===== src/rtl/fifo_pkg.sv =====
// Shared definitions for the FIFO controller family: count sizing,
// default thresholds and the registered status bundle.
package fifo_pkg;

    localparam int unsigned DEFAULT_ADDR_WIDTH    = 4;
    localparam int unsigned DEFAULT_AEMPTY_THRESH = 2;

    // Occupancy must represent 0..depth inclusive, hence one bit above the pointer.
    function automatic int unsigned count_width(input int unsigned depth);
        return $clog2(depth) + 1;
    endfunction

    function automatic int unsigned default_afull_thresh(input int unsigned addr_width);
        return (1 << addr_width) - 2;
    endfunction

    typedef struct packed {
        logic full;
        logic empty;
        logic almost_full;
        logic almost_empty;
    } fifo_status_t;

endpackage


===== src/rtl/fifo_ctrl_ext.sv =====
// Pointer, occupancy and status controller for a first-word-fall-through FIFO
// wrapped around an external register file (sync write, combinational read).
module fifo_ctrl_ext
    import fifo_pkg::*;
#(
    parameter int unsigned ADDR_WIDTH    = DEFAULT_ADDR_WIDTH,
    parameter int unsigned AFULL_THRESH  = default_afull_thresh(ADDR_WIDTH),
    parameter int unsigned AEMPTY_THRESH = DEFAULT_AEMPTY_THRESH
) (
    input  logic                  clk_i,
    input  logic                  rst_i,
    input  logic                  wr_i,
    input  logic                  rd_i,
    input  logic                  clr_err_i,
    output logic                  wr_en_o,
    output logic [ADDR_WIDTH-1:0] wr_addr_o,
    output logic [ADDR_WIDTH-1:0] rd_addr_o,
    output logic                  full_o,
    output logic                  empty_o,
    output logic                  almost_full_o,
    output logic                  almost_empty_o,
    output logic [ADDR_WIDTH:0]   word_count_o,
    output logic                  overflow_o,
    output logic                  underflow_o
);

    localparam int unsigned DEPTH = 1 << ADDR_WIDTH;
    localparam int unsigned CW    = count_width(DEPTH);

    localparam logic [CW-1:0] DEPTH_C  = CW'(DEPTH);
    localparam logic [CW-1:0] AFULL_C  = CW'(AFULL_THRESH);
    localparam logic [CW-1:0] AEMPTY_C = CW'(AEMPTY_THRESH);

    if (ADDR_WIDTH < 1) begin : g_bad_addr_width
        $fatal(1, "fifo_ctrl_ext: ADDR_WIDTH must be >= 1");
    end
    if (!(AEMPTY_THRESH >= 1 && AEMPTY_THRESH < AFULL_THRESH && AFULL_THRESH <= DEPTH)) begin : g_bad_thresh
        $fatal(1, "fifo_ctrl_ext: need 1 <= AEMPTY_THRESH < AFULL_THRESH <= depth");
    end

    logic [ADDR_WIDTH-1:0] wr_ptr_q;
    logic [ADDR_WIDTH-1:0] rd_ptr_q;
    logic [CW-1:0]         count_q;
    logic [CW-1:0]         count_next;
    fifo_status_t          status_q;
    fifo_status_t          status_next;
    logic                  overflow_q;
    logic                  underflow_q;

    logic push_ok;
    logic pop_ok;
    logic overflow_set;
    logic underflow_set;

    // A full FIFO still accepts a push when a pop frees the head slot in the same cycle.
    assign push_ok       = wr_i & (~status_q.full | rd_i);
    assign pop_ok        = rd_i & ~status_q.empty;
    assign overflow_set  = wr_i & status_q.full & ~rd_i;
    assign underflow_set = rd_i & status_q.empty;

    always_comb begin
        count_next = count_q;
        if (push_ok && !pop_ok) begin
            count_next = count_q + CW'(1);
        end else if (pop_ok && !push_ok) begin
            count_next = count_q - CW'(1);
        end
    end

    // Flags are derived from the next count so they land on the same edge as the count.
    always_comb begin
        status_next.full         = (count_next == DEPTH_C);
        status_next.empty        = (count_next == '0);
        status_next.almost_full  = (count_next >= AFULL_C);
        status_next.almost_empty = (count_next <= AEMPTY_C);
    end

    always_ff @(posedge clk_i or posedge rst_i) begin
        if (rst_i) begin
            wr_ptr_q                  <= '0;
            rd_ptr_q                  <= '0;
            count_q                   <= '0;
            status_q.full             <= 1'b0;
            status_q.empty            <= 1'b1;
            status_q.almost_full      <= 1'b0;
            status_q.almost_empty     <= 1'b1;
            overflow_q                <= 1'b0;
            underflow_q               <= 1'b0;
        end else begin
            if (push_ok) begin
                wr_ptr_q <= wr_ptr_q + ADDR_WIDTH'(1);
            end
            if (pop_ok) begin
                rd_ptr_q <= rd_ptr_q + ADDR_WIDTH'(1);
            end
            count_q  <= count_next;
            status_q <= status_next;

            if (overflow_set) begin
                overflow_q <= 1'b1;
            end else if (clr_err_i) begin
                overflow_q <= 1'b0;
            end

            if (underflow_set) begin
                underflow_q <= 1'b1;
            end else if (clr_err_i) begin
                underflow_q <= 1'b0;
            end
        end
    end

    assign wr_en_o        = push_ok;
    assign wr_addr_o      = wr_ptr_q;
    assign rd_addr_o      = rd_ptr_q;
    assign full_o         = status_q.full;
    assign empty_o        = status_q.empty;
    assign almost_full_o  = status_q.almost_full;
    assign almost_empty_o = status_q.almost_empty;
    assign word_count_o   = count_q;
    assign overflow_o     = overflow_q;
    assign underflow_o    = underflow_q;

endmodule


===== config.mk =====
export PLATFORM = sky130hd
export DESIGN_NAME = fifo_ctrl_ext
export DESIGN_NICKNAME = d
export VERILOG_FILES = /design/src/rtl/fifo_pkg.sv /design/src/rtl/fifo_ctrl_ext.sv
export SDC_FILE = /design/constraint.sdc
export NUM_CORES = 1
export LEC_CHECK = 0
export CORE_MARGIN = 10
export CORE_UTILIZATION = 47
export DETAILED_ROUTE_END_ITERATION = 10
export MAX_ROUTING_LAYER = met4
export PLACE_DENSITY = 0.82
export SETUP_SLACK_MARGIN = 0.1
export SKIP_CTS_REPAIR_TIMING = 1
export SLEW_MARGIN = 20
export SYNTH_ARGS = -nofsm -noshare
export SYNTH_HDL_FRONTEND = slang
export SYNTH_SLANG_ARGS = --single-unit
export TNS_END_PERCENT = 1

===== constraint.sdc =====
create_clock -name clk_i -period 1.8 [get_ports clk_i]
set_input_delay 0.36 -clock clk_i [delete_from_list [all_inputs] [get_ports clk_i]]
set_output_delay 0.36 -clock clk_i [all_outputs]
set_load 0.05 [all_outputs]

Word level (Yosys, flattened, before mapping)
Cells that the tools add are included.

storage, ports and cells
  output and inout bits = 20
  bits in registers = 19

operators by class
  reductions and logical operators = 7
  equal/unequal tests = 1
  multiplexer cells = 5
  add/sub/neg operators = 4
  magnitude comparators = 2
  bitwise gates (word level) = 9

operators by type and width
  cell                                                                count
  two-way mux 5 bit                                                   2
  adder 4 x 1 -> 4 bit (second input constant)                        2
  adder 5 x 1 -> 5 bit (second input constant)                        1
  bitwise AND 1 bit                                                   5
  equality test 5 bit (second input constant)                         1
  greater-or-equal comparator 5 x 4 -> 1 bit (second input constant)  1
  <= comparator 5 x 2 -> 1 bit (second input constant)                1
  zero test 5 bit                                                     1
  subtractor 5 x 1 -> 5 bit (second input constant)                   1
  nonzero test 2 bit                                                  2
  two-way mux 1 bit                                                   3
  inverter 1 bit                                                      3
  logical AND 1 bit                                                   2
  zero test 1 bit                                                     2
  OR 1 bit                                                            1

Logic depth before layout (Yosys ltp)
Gate-level depths: netlist of run 1.

  depth in word-level cells = 8
  depth in mapped cells = 6
  gate-level depth less buffers = 6

Worst setup path after synthesis of run 1
No wires, ideal clock.

  path kind = flip-flop to flip-flop
  start point = register count_q[1] (netlist: word_count_o[1])
  end point = register status_q (netlist bit almost_empty_o)
  library setup time = 0.080 ns
  stages on the path, launching flop included = 7
  buffers on the path = 0
  data arrival time = 1.851 ns
  period minus slack after synthesis = 1.931 ns
  setup slack = -0.131 ns
  cell sequence = dfrtp_1 -> inv_1 -> ha_1 -> nand2_1 -> o221ai_1 -> or2_2 -> o2111a_1

RTL lines
  element                   RTL line             text
  start: declaration        fifo_ctrl_ext.sv:43  logic [CW-1:0] count_q;
  start signal: assignment  fifo_ctrl_ext.sv:96  count_q <= count_next;
  end signal: assignment    fifo_ctrl_ext.sv:97  status_q <= status_next;
  end: declaration          fifo_ctrl_ext.sv:45  fifo_status_t status_q;

==> results.tsv, run 1 <==
metric	value	unit
path_cells	and2b_4 -> o31ai_4 -> xnor2_2 -> nor4bb_2	
post-route-min-period	1.73	ns
start_kind	flop	
ys_types	33	
netlist_top_cells_area	dfrtp_1, xnor2_1, dfstp_2	
grt_pass1_vias	856	
maxSlewHeadroom	80.2	%
synth_area_leader_cell	dfrtp_1	
final_cells	164	
cts_buffer_depth	2	
ant_nets	0	
maxCapViolations	0	
critPathCaptureType	flop	
numCtsBuffers	3	
path_class	reg2reg	
worst-path-buf-inv	0	
clock-sinks	19	
htree_levels	1	
port_buffers	24	
slowest_delay	0.68	ns
grt_pass1_wl	3.94	mm
die-area	4330	sq um
die_h	65.8	um
hold_viol	0	
place_congestion	0.806	
start_util	49.7	%
area_growth	49.6	%
rsz0062_at_grt	yes	
synthArstFlopShare	100	%
routedWlPerCell	14.5	um
drcViolationCount	0	
ff2ff_setup_slack	0.07	ns
firstDrtPassIters	8	
tightestPinTransition	0.296	ns
cpMaxStageDelayCell	dfstp_4	
fp-row-count	16	
hpwl	1.84	mm
synth_cells	89	
synthFlopType	dfrtp_1	
grt_max_degree	20	
setup_viol	0	
drive_gt1_share	48.9	%
fp.dieW	65.8	um
slew_viol_final	0	
required	2.00	ns
worstHoldPathType	in2async	
ys_ff_latch	19	
syn_nets	98	
worstPathArrival	1.93	ns
root_buffer	clkbuf_4	
groute.usage.overall	11.6	%
vias_per_cell	5.14	
vias	843	
hold_slack	0.377	ns
drt-initial-drc-count	22	
grt.overflow.total	0	
finalSetupTns	0	ns
coreArea	1980	sq um
ys_warn_count	0	
crit_family	flip-flops	
seq_area_frac_synth	48.5	%
finalCritPeriodShare	96.0	%
fmax	579	MHz
synth_edf_count	0	
dp.cells	157	
synth_top_area_share	43.1	%
nNetsFinal	147	
tritoncts	done	
crit_fanout	8	
synth_area	986	sq um
skew	0.000429	ns
syn_avg_cell_area	11.1	sq um
antenna_cells	0	
clkSlewWorstSetupHoldPaths	0.11	ns
antenna_found_initial	0	
clk_latency	0.29	ns
postRouteWirelength	2.38	mm
status	complete, no violations	
pin_count	25	
==> cell families after synthesis <==
group	after synthesis	synth area share [%]
fa+ha+maj	4	5.08
compound gates	12	10.3
flops	19	48.5
buf+inv	13	5.96
mux	2	2.16
simple gates	28	17.5
xor+xnor	11	10.5
==> cells in the mapped netlist, drive strengths merged (2+ instances only) <==
library cell and n:
dfrtp 17, inv 12, nand2 11, xnor2 9, ha 4, o21ai 4, nand2b 3, nand3 3
nand4 3, dfstp 2, nor2 2, o31ai 2, xor2 2
==> per-layer routing <==
layer | track usage (%) | vias to the layer above | part of all wire, %
met2 | 19.6 | 39 | 55
li1 | - | 395 | -
met4 | 4.81 | 0 | 1.9
met1 | 11.7 | 399 | 34
met5 | - | - | 0
met3 | 4.58 | 10 | 8.7
==> layout make-up <==
| type | count | area, sq um |
|---|---|---|
| Clock buffer | 3 | 22.5 |
| Clock inverter | 1 | 5.00 |
| Timing Repair Buffer | 45 | 378 |
| Inverter | 12 | 45.0 |
| Multi-Input combinational cell | 57 | 507 |
| Sequential cell | 19 | 484 |
| Fill cell | 135 | 507 |
| Tap cell | 27 | 33.8 |
==> sequential cells by signal, summed over array words and instances, names as in the netlist <==
register / count
word_count_o: 5
rd_addr_o: 4
wr_addr_o: 4
almost_empty_o: 1
almost_full_o: 1
empty_o: 1
full_o: 1
overflow_o: 1
underflow_o: 1
==> placed cells by master (no fill, tap or decap), types with 3 or more instances in the layout <==
cell type	count
buf_4	39
dfrtp_1	15
inv_1	12
nand2_1	10
xnor2_1	7
ha_1	4
nand4_1	3
nand3_1	3
clkbuf_4	3
==> tightest hold or removal path, cell delays in order <==
cell,delay (ns)
clkdlybuf4s50_1,0.40
inv_1,0.05
buf_4,0.25
==> path summary, 6_finish.rpt <==
kind	startpoint	end	cells after the start
setup / recovery	empty_o	full_o	4
hold / removal	rst_i	wr_addr_o[3]	3
setup reg to reg	empty_o	full_o	4
hold reg to reg	wr_addr_o[3]	wr_addr_o[3]	1
max in group asynchronous	rst_i	almost_empty_o	3
min in group clk_i	wr_addr_o[3]	wr_addr_o[3]	1
==> per-stage QoR <==
step / utilization [%] / instance area, sq um / setup WS (ns)
2_1_floorplan: - / 1000 / 0.0805
3_3_place_gp: 69.3 / 1370 / -0.245
3_5_place_dp: 69.3 / 1370 / -0.318
4_1_cts: 70.6 / 1400 / -0.200
5_1_grt: 74.4 / 1480 / -0.0101
6_report: 74.4 / 1480 / 0.0722
Power of run 1 is not shown: default switching activity piles up to over one toggle a cycle in this logic, so the estimate is an artifact.
==> run 2: changes to the inputs <==
- CORE_UTILIZATION: 47 -> 60
- DONT_BUFFER_PORTS: default -> 1
- PLACE_DENSITY: 0.82 -> 0.81
==> results.tsv, run 2 (synthesis results as in run 1) <==
metric	value	unit	change
drive_gt1_share	42.7	%	-6.2 points
firstDrtPassIters	4		-4
rr_endpoint	full_o		
crit_end	full_o		
nFillCells	88		-35%
crit_fanout	8		unchanged
groute.usage.overall	11.4	%	-0.18 points
start_util	64.7	%	+15 points
crit_family	flip-flops		
clkSlewWorstSetupHoldPaths	0.11	ns	about the same
path_cells	and2b_4 -> nand2_2 -> o31ai_4 -> xnor2_2 -> nor4bb_2		
cp_num_cells	5		+1
root_buffer	clkbuf_4		
most-common-layout-cells	buf_4, dfrtp_1, inv_1		
post-route-min-period	1.76	ns	+0.0350 ns
nNetsFinal	120		-18%
start_kind	flop		
rsz0062_at_grt	yes		
coreArea	1520	sq um	-23%
place_congestion	0.850		+5.5%
routedWlPerCell	17.2	um	+18%
htree_levels	1		unchanged
skew	0.00415	ns	+0.00372 ns
hold_slack	0.0324	ns	-0.345 ns
antenna_found_initial	0		unchanged
status	complete, no violations		
hold_viol	0		unchanged
ant_nets	0		unchanged
grt_pass1_vias	680		-21%
clock-sinks	19		unchanged
antenna_cells	0		unchanged
drt-initial-drc-count	5		-77%
tightestPinTransition	0.674	ns	+0.378 ns
ff2ff_setup_slack	0.04	ns	-0.03 ns
maxSlewHeadroom	55.0	%	-25 points
grt_max_degree	20		unchanged
fp-row-count	14		-2
largest_reg_flops	5		unchanged
area_growth	25.1	%	
cpMaxStageDelayCell	dfstp_4		
reg2reg_depth	5		+1
critPathCaptureType	flop		
worstHoldPathType	in2async		
maxCapViolations	0		unchanged
postRouteWirelength	2.17	mm	-9.0%
required	2.02	ns	+0.02 ns
reg2reg_from	empty_o		
worst-path-buf-inv	0		unchanged
fmax	567	MHz	-2.0%
tritoncts	done		
drcViolationCount	0		unchanged
numCtsBuffers	3		unchanged
fp.dieW	60.5	um	-8.0%
pin_count	25		unchanged
setup_viol	0		unchanged
vias_per_cell	5.60		+9.0%
hpwl	1.50	mm	-19%
grt.overflow.total	0		unchanged
cts_buffer_depth	2		unchanged
port_buffers	0		-100%
grt_pass1_wl	3.19	mm	-19%
vias	706		-16%
slowest_delay	0.68	ns	about the same
clk_latency	0.30	ns	about the same
die-area	3660	sq um	-15%
final_common_cell	buf_4		
path_class	reg2reg		
finalCritPeriodShare	97.9	%	+1.9 points
die_h	60.5	um	-8.0%
worstPathArrival	1.98	ns	+0.05 ns
cp-startpoint	empty_o		
slew_viol_final	0		unchanged
run 2: cell types whose count changed in the layout (fill, tap and decap cells not counted), sizes merged:
cell	before	now
buf	41	18
clkdlybuf4s50	2	0
dlymetal6s2s	2	0
run 2: per-stage QoR:
step / worst slack, ns / util, % / cells / TNS (ns) / instance area (sq um)
after floorplan: 0.0805 / - / 89 / 0 / 1000
after global placement: 0.122 / 72.6 / 117 / 0 / 1110
after detailed placement: 0.0725 / 72.6 / 117 / 0 / 1110
after CTS: 0.0441 / 74.4 / 121 / 0 / 1130
after global routing: -0.0508 / 81.0 / 126 / -0.0641 / 1230
final: 0.0373 / 81.0 / 126 / 0 / 1230
run 2: layout make-up:
| class | instances | area, sq um | share of cell area [%] |
|---|---|---|---|
| clock buffers | 3 | 22.5 | 1.83 |
| clock inverters | 1 | 5.00 | 0.406 |
| inverters | 12 | 45.0 | 3.65 |
| multi-input cells | 57 | 522 | 42.3 |
| flip-flops and latches | 19 | 484 | 39.2 |
| well taps | 16 | 20.0 | 1.62 |
| repair buffers | 18 | 135 | 11.0 |
run 2: worst register-to-register path: cells and delay by family (launching register included):
kind	cells	cell delay (ns)
flip-flops	1	0.68
AND/OR/NAND/NOR	3	0.63
XOR/XNOR	1	0.28
AO/OA/AOI/OAI	1	0.08
run 2: worst min-delay path by stage:
stage | from | end | slack [ns]
6_report | rst_i | rd_addr_o[0] | 0.03
5_1_grt | rst_i | rd_addr_o[0] | 0.06
4_1_cts | rst_i | wr_addr_o[0] | 0.06
3_5_place_dp | rst_i | wr_addr_o[0] | 0.39
3_3_place_gp | rst_i | wr_addr_o[3] | 0.39
2_1_floorplan | rst_i | almost_full_o | 0.31
run 2: routing by layer:
metal	GRT usage, %	share of wire, %
met5	-	0
met2	18.2	52
met3	4.59	6.9
met4	4.39	2.0
met1	12.5	39
Power of run 2 is left out for the same reason.
==> run 3: changes to the inputs <==
- CELL_PAD_IN_SITES_DETAIL_PLACEMENT: default -> 0
- CELL_PAD_IN_SITES_GLOBAL_PLACEMENT: default -> 2
- CORE_UTILIZATION: 60 -> 38
==> results.tsv, run 3 (synthesis results as in run 1) <==
metric	value	unit	change
status	complete, but fails checks		
violations	negative hold slack		
fin_area	1250	sq um	+1.0%
cpMaxStageDelayCell	dfstp_4		
rsz0062_at_grt	yes		
final_cells	139		+10%
crit_family	flip-flops		
slowest_delay	0.66	ns	-0.02 ns
hold_viol	11		+11
path_cells	nand2b_4 -> nand4_1 -> a21boi_4 -> xor2_2 -> nor4bb_4		
crit_fanout	5		-3
drcViolationCount	0		unchanged
routedWlPerCell	15.8	um	-8.3%
drt-initial-drc-count	30		+25
fmax	570	MHz	+0.40%
cts_buffer_depth	2		unchanged
grt.overflow.total	0		unchanged
nFillCells	230		+160%
start_kind	flop		
hold_slack	-0.0136	ns	-0.0460 ns
maxCapViolations	0		unchanged
vias_per_cell	5.14		-8.2%
drive_gt1_share	39.4	%	-3.3 points
postRouteWirelength	2.19	mm	+1.2%
ant_nets	0		unchanged
path_class	reg2reg		
tritoncts	done		
nNetsFinal	119		-0.83%
worstHoldPathType	in2async		
grt_max_degree	15		-25%
area_growth	26.4	%	
clk_latency	0.29	ns	about the same
dp.cells	132		+13%
post-route-min-period	1.76	ns	-0.00694 ns
place_congestion	0.745		-12%
critPathCaptureType	flop		
most-common-layout-cells	dfrtp_1, buf_4, inv_1		
clock-sinks	19		unchanged
clkSlewWorstSetupHoldPaths	0.12	ns	about the same
skew	0.00643	ns	+0.00228 ns
finalCritPeriodShare	97.5	%	-0.39 points
fp.dieW	70.9	um	+17%
dpl_cell_area	1130	sq um	+2.3%
setup_viol	0		unchanged
die_h	70.9	um	+17%
largest_reg_flops	5		unchanged
grt_pass1_wl	3.47	mm	+8.9%
hpwl	1.61	mm	+7.6%
grt_pass1_vias	729		+7.2%
firstDrtPassIters	4		unchanged
vias	715		+1.3%
coreArea	2480	sq um	+63%
port_buffers	0		unchanged
antenna_cells	0		unchanged
fp-row-count	18		+4
groute.usage.overall	8.40	%	-3.0 points
tightestPinTransition	0.556	ns	-0.119 ns
worst-path-buf-inv	0		unchanged
die-area	5030	sq um	+37%
numCtsBuffers	3		unchanged
htree_levels	1		unchanged
worstPathArrival	1.97	ns	about the same
required	2.01	ns	about the same
root_buffer	clkbuf_4		
antenna_found_initial	0		unchanged
slew_viol_final	0		unchanged
pin_count	25		unchanged
maxSlewHeadroom	63.0	%	+8.0 points
start_util	39.8	%	-25 points
-- run 3: area by class of cell --
| type | instances | area [sq um] | share of cell area (%) |
|---|---|---|---|
| clock buffer | 4 | 26.3 | 2.11 |
| inverter | 12 | 45.0 | 3.61 |
| multi-input combinational | 57 | 518 | 41.6 |
| sequential | 19 | 484 | 38.9 |
| tap | 30 | 37.5 | 3.01 |
| timing repair buffer | 17 | 135 | 10.8 |
-- run 3: path summary, 6_finish.rpt --
kind	start	to	slack, ns	cells past startpoint
worst max-delay path	empty_o	full_o	0.04	5
worst min register to register	rd_addr_o[2]	rd_addr_o[2]	0.51	1
worst min-delay path	rst_i	full_o	-0.01	1
min in group clk_i	clr_err_i	overflow_o	0.14	1
max in group asynchronous	rst_i	rd_addr_o[2]	1.30	2
worst max register to register	empty_o	full_o	0.04	5
-- run 3: stage by stage --
step | TNS (ns) | worst slack (ns) | utilization [%]
after detailed placement | 0 | 0.0580 | 45.7
after CTS | 0 | 0.0309 | 46.7
after global placement | 0 | 0.102 | 45.7
after floorplan | 0 | 0.0805 | -
final | 0 | 0.0442 | 50.3
after global routing | -0.0547 | -0.0547 | 50.3
-- run 3: layer usage --
layer  vias to the layer above  track usage [%]  wire length [um]
met5                         -                -                 0
met4                         0             2.58                12
met3                         2             3.21               155
met2                        15             13.3              1120
met1                       359             9.63               904
li1                        339                -                 -
Power of run 3 is left out for the same reason.
